File: src/rtl/led7_serial_tx.sv
// Serial transmitter for an 8-digit seven-segment board behind a 74HC595-style chain:
// snapshots HEX7..HEX0, shifts 64 bits MSB first, then pulses LATCH. Optional macro: AUTO_REFRESH_EN.
module led7_serial_tx #(
  parameter int CLK_DIV        = 4,
  parameter int REFRESH_CYCLES = 50000
) (
  input  logic       CLOCK_50,
  input  logic       RESET_N,
  input  logic       START,
  input  logic [7:0] HEX0,
  input  logic [7:0] HEX1,
  input  logic [7:0] HEX2,
  input  logic [7:0] HEX3,
  input  logic [7:0] HEX4,
  input  logic [7:0] HEX5,
  input  logic [7:0] HEX6,
  input  logic [7:0] HEX7,
  output logic       SDO,
  output logic       SCLK,
  output logic       LATCH,
  output logic       BUSY,
  output logic       DONE
);

  localparam int DW = $clog2(CLK_DIV) + 1;
  localparam logic [DW-1:0] DIV_LAST = DW'(CLK_DIV - 1);

  if (CLK_DIV < 1 || REFRESH_CYCLES < 1) begin : gBadParam
    $error("led7_serial_tx: CLK_DIV and REFRESH_CYCLES must be at least 1");
  end

  typedef enum logic [1:0] {ST_IDLE, ST_SHIFT, ST_LATCH} state_e;

  state_e        state_q, state_d;
  logic [DW-1:0] div_q, div_d;
  logic [5:0]    bit_q, bit_d;
  logic          phase_q, phase_d;
  logic [63:0]   shreg_q, shreg_d;
  logic          sdo_q, sdo_d;
  logic          sclk_q, sclk_d;
  logic          latch_q, latch_d;
  logic          busy_q, busy_d;
  logic          done_q, done_d;
  logic          divEnd;
  logic          startFire;

  assign divEnd = (div_q == DIV_LAST);

`ifdef AUTO_REFRESH_EN
  localparam int RW = $clog2(REFRESH_CYCLES) + 1;
  localparam logic [RW-1:0] REFRESH_LAST = RW'(REFRESH_CYCLES - 1);

  logic [RW-1:0] refresh_q, refresh_d;
  logic          autoFire;

  // Idle time is measured from the DONE cycle; any accepted frame restarts the count.
  assign autoFire  = (state_q == ST_IDLE) && (refresh_q == REFRESH_LAST);
  assign startFire = START | autoFire;

  always_comb begin
    refresh_d = refresh_q + 1'b1;
    if (done_q || state_q != ST_IDLE || startFire) refresh_d = '0;
  end

  always_ff @(posedge CLOCK_50 or negedge RESET_N) begin
    if (!RESET_N) refresh_q <= '0;
    else          refresh_q <= refresh_d;
  end
`else
  assign startFire = START;
`endif

  always_ff @(posedge CLOCK_50 or negedge RESET_N) begin
    if (!RESET_N) begin
      state_q <= ST_IDLE;
      div_q   <= '0;
      bit_q   <= '0;
      phase_q <= 1'b0;
      shreg_q <= '0;
      sdo_q   <= 1'b1;
      sclk_q  <= 1'b0;
      latch_q <= 1'b0;
      busy_q  <= 1'b0;
      done_q  <= 1'b0;
    end else begin
      state_q <= state_d;
      div_q   <= div_d;
      bit_q   <= bit_d;
      phase_q <= phase_d;
      shreg_q <= shreg_d;
      sdo_q   <= sdo_d;
      sclk_q  <= sclk_d;
      latch_q <= latch_d;
      busy_q  <= busy_d;
      done_q  <= done_d;
    end
  end

  // phase_q selects the SCLK-low (0) or SCLK-high (1) half of the current bit.
  always_comb begin
    state_d = state_q;
    div_d   = div_q;
    bit_d   = bit_q;
    phase_d = phase_q;
    shreg_d = shreg_q;
    case (state_q)
      ST_IDLE: begin
        if (startFire) begin
          state_d = ST_SHIFT;
          shreg_d = {HEX7, HEX6, HEX5, HEX4, HEX3, HEX2, HEX1, HEX0};
          div_d   = '0;
          bit_d   = '0;
          phase_d = 1'b0;
        end
      end
      ST_SHIFT: begin
        if (divEnd) begin
          div_d = '0;
          if (phase_q) begin
            phase_d = 1'b0;
            shreg_d = {shreg_q[62:0], 1'b1};
            if (bit_q == 6'd63) begin
              state_d = ST_LATCH;
              bit_d   = '0;
            end else begin
              bit_d = bit_q + 6'd1;
            end
          end else begin
            phase_d = 1'b1;
          end
        end else begin
          div_d = div_q + 1'b1;
        end
      end
      ST_LATCH: begin
        if (divEnd) begin
          div_d   = '0;
          state_d = ST_IDLE;
        end else begin
          div_d = div_q + 1'b1;
        end
      end
      default: state_d = ST_IDLE;
    endcase
  end

  // Outputs are decoded from the next state so the registered pins line up with the state.
  always_comb begin
    sdo_d   = (state_d == ST_SHIFT) ? shreg_d[63] : 1'b1;
    sclk_d  = (state_d == ST_SHIFT) && phase_d;
    latch_d = (state_d == ST_LATCH);
    busy_d  = (state_d != ST_IDLE);
    done_d  = (state_q == ST_LATCH) && (state_d == ST_IDLE);
  end

  assign SDO   = sdo_q;
  assign SCLK  = sclk_q;
  assign LATCH = latch_q;
  assign BUSY  = busy_q;
  assign DONE  = done_q;

endmodule
File: config.mk
export PLATFORM = sky130hd
export DESIGN_NAME = led7_serial_tx
export DESIGN_NICKNAME = d
export VERILOG_FILES = /design/src/rtl/led7_serial_tx.sv
export SDC_FILE = /design/constraint.sdc
export NUM_CORES = 1
export LEC_CHECK = 0
export BUFFER_PORTS_ARGS = -buffer_cell sky130_fd_sc_hd__clkbuf_2
export CAP_MARGIN = 20
export CORE_MARGIN = 3
export CORE_UTILIZATION = 50
export DETAILED_ROUTE_END_ITERATION = 6
export PLACE_DENSITY = 0.82
export RECOVER_POWER = 50
export SYNTH_ARGS = -nofsm -noshare
export SYNTH_HDL_FRONTEND = slang
export SYNTH_SLANG_ARGS = --single-unit
export TNS_END_PERCENT = 50
File: constraint.sdc
create_clock -name CLOCK_50 -period 2.6 [get_ports CLOCK_50]
set_clock_uncertainty 0.05 [all_clocks]
set_input_delay 0.52 -clock CLOCK_50 [delete_from_list [all_inputs] [get_ports CLOCK_50]]
set_output_delay 0.52 -clock CLOCK_50 [all_outputs]
set_load 0.02 [all_outputs]
==> flow_metrics.tcl <==
set metrics [dict create \
    max_freq_ghz 0.430 \
    whs_ns 0.301 \
    drt-initial-drc-count 174 \
    syn-num-nets 444 \
    cts_tree "built" \
    p_switching_w 0.00200 \
    grt_max_degree 64 \
    die_h_um 91.4 \
    wl_per_cell_um 15.5 \
    cts_resized 0 \
    worst_skew_pair.late_latency_ns 0.35 \
    p_int_w 0.00345 \
    track_usage 0.209 \
    final.period_utilization 0.895 \
    synthArstFlopShare 1.00 \
    finalMaxSlewViolations 0 \
    status "complete, no violations" \
    vias 3003 \
    utilization 0.631 \
    grt_pass1_vias 3097 \
    sw_frac_of_total 0.367 \
    total_power_w 0.00545 \
    grt_pass1_wl_um 14200 \
    routabilityCongestion 0.774 \
    startpoint "state_q[1]" \
    cts_sinks 81 \
    setup_tns_ns 0 \
    final_cell_area_um2 4380 \
    drc 0 \
    diodes 0 \
    reg2reg_depth 7 \
    placed_cell_area_um2 4130 \
    pwr_density_cell_nw_per_um2 1240 \
    synth_area_um2 3650 \
    synthFlopType "dfrtp_1" \
    synth-edff-count 0 \
    drive_above_1_share 0.225 \
    drv_cap 0 \
    clockBufferDepth 2 \
    rsz0062_at_grt "no" \
    hpwl_um 5390 \
    setup_violations 0 \
    syn2layout_area_growth_pct 20.2 \
    netlist_instances 370 \
    dieArea_um2 8350 \
    drt_first_pass_iters 4 \
    finalNetCount 509 \
    ioPinCount 72 \
    antenna_found_initial 0 \
    cts_buffers 9 \
    cts_max_level 3 \
    worst_slew_pin_slew_ns 1.07 \
    ir_drop_mv 0.596 \
    grt_overflow 0 \
    r2r_end "shreg_q[30]" \
    drt-total-wl_um 8300 \
    path_clk_slew_ns 0.08 \
    pwr-share-clk 0.220 \
    hold_viol_final 0 \
    holdBufCountCts 0 \
    rows 30 \
    vias_per_cell 5.60 \
    endpoint "shreg_q[30]" \
    cts_setup_buffers 0 \
    end_kind "flop" \
    rrSetupSlack_ns 0.27 \
    die_x_um 91.4 \
    critPathLaunchType "flop" \
    core-area_um2 6940 \
    initial_core_util 0.525 \
    slew_headroom 0.287 \
    pwr-share-comb 0.373 \
    portBuffers 71 \
    ys_seq_area_frac 0.556 \
    post-route-min-period_ns 2.33 \
    cp.arrival_ns 2.55 \
    ys_warn_count 0 \
    r2r-start "state_q[1]" \
    cp_max_fo 34 \
    worst_hold_path_type "in -> async" \
    cp.required_ns 2.82 \
    seq_power_share 0.408 \
    root_buffer "clkbuf_8" \
    synth.distinct_cells 35 \
    ys_seq_elements 81 \
    postRouteAntennaNets 0 \
    path_class "reg -> reg" \
    p_leak_nw 2.05 \
    avgSynthCellArea_um2 9.86 \
]
[synth_stat cells, drive strengths merged, types with 2 or more instances]
cell type	count	area share
a211oi	4	0.0082
a21oi	4	0.0065
a221oi	63	0.15
a22o	3	0.0072
and2	2	0.0034
and3	2	0.0034
buf	5	0.0082
clkbuf	23	0.024
dfrtp	80	0.55
ha	7	0.024
inv	9	0.0093
nand2	3	0.0031
nand2b	3	0.0051
nand3	4	0.0055
nor2	133	0.14
nor2b	2	0.0034
o21ai	6	0.0082
or3	2	0.0034
xnor2	2	0.0048
[kinds of logic (layout without fill, tap and decap cells)]
logic type,after synthesis,after routing,share of synthesized area
compound gates,86,86,0.196
xor+xnor,2,2,0.00480
fa+ha+maj,7,7,0.0240
buf+inv,37,107,0.0412
flops,81,81,0.556
mux,2,2,0.00583
simple gates,155,155,0.173
[flip-flops by register name (all words and copies together), names as in the netlist, 2 cells and up]
name	count
bit_q	6
div_q	3
shreg_q	64
state_q	2
[through the flow]
step | cells | worst slack [ns]
after floorplan | 370 | 0.660
after global placement | 520 | 0.438
after detailed placement | 520 | 0.323
after CTS | 536 | 0.260
after global routing | 536 | 0.0998
final | 536 | 0.272
[critical path, cell delays in order (launching register included)]
cell and delay [ns]:
dfrtp_1 0.40, inv_1 0.11, ha_1 0.25, mux2i_1 0.57
a21o_2 0.26, buf_4 0.36, a221oi_1 0.09, nor2_1 0.15
[power by group through the flow]
stage                     clock [W]  sequential [W]  combinational, W
after floorplan                   0         0.00217           0.00155
after detailed placement          0         0.00223           0.00206
after global routing        0.00128         0.00229           0.00234
after CTS                   0.00122         0.00222           0.00207
final                       0.00120         0.00222           0.00203
after global placement            0         0.00221           0.00195
[layout by cell type (no fill, tap or decap), drive strengths merged, types with 2 or more instances in the layout]
master	netlist	layout
nor2	133	133
clkbuf	23	83
dfrtp	80	80
a221oi	63	63
inv	9	9
buf	5	8
ha	7	7
o21ai	6	6
nand3	4	4
a211oi	4	4
bufinv	0	4
a21oi	4	4
nand2b	3	3
nand2	3	3
a22o	3	3
clkinv	0	3
nor2b	2	2
or3	2	2
and3	2	2
xnor2	2	2
and2	2	2
[final cells by class]
type                       instances  area, µm²
fill                             585       2560
sequential                        81       2030
multi-input combinational        252       1490
timing repair buffer              82        449
clock inverter                     7        143
clock buffer                       9        124
tap                               96        120
inverter                           9       33.8
[routing by layer]
layer  vias to the layer above  global-route usage  share of wire
met3                        11              0.0381          0.039
li1                       1464                   -              -
met2                        61               0.345           0.49
met5                         -                   0              0
met1                      1467               0.273           0.45
met4                         0              0.0804          0.014
[worst min path at each step]
stage | startpoint | slack, ns | to | depth (start not counted)
CTS | RESET_N | 0.12 | shreg_q[57] | 1
detailed placement | shreg_q[10] | 0.45 | shreg_q[10] | 2
global route | RESET_N | 0.38 | shreg_q[57] | 1
global placement | div_q[0] | 0.44 | div_q[0] | 1
floorplan | RESET_N | 0.17 | BUSY | 0
finish | RESET_N | 0.30 | shreg_q[58] | 1
Note: power is estimated with default switching activity, not from simulation.
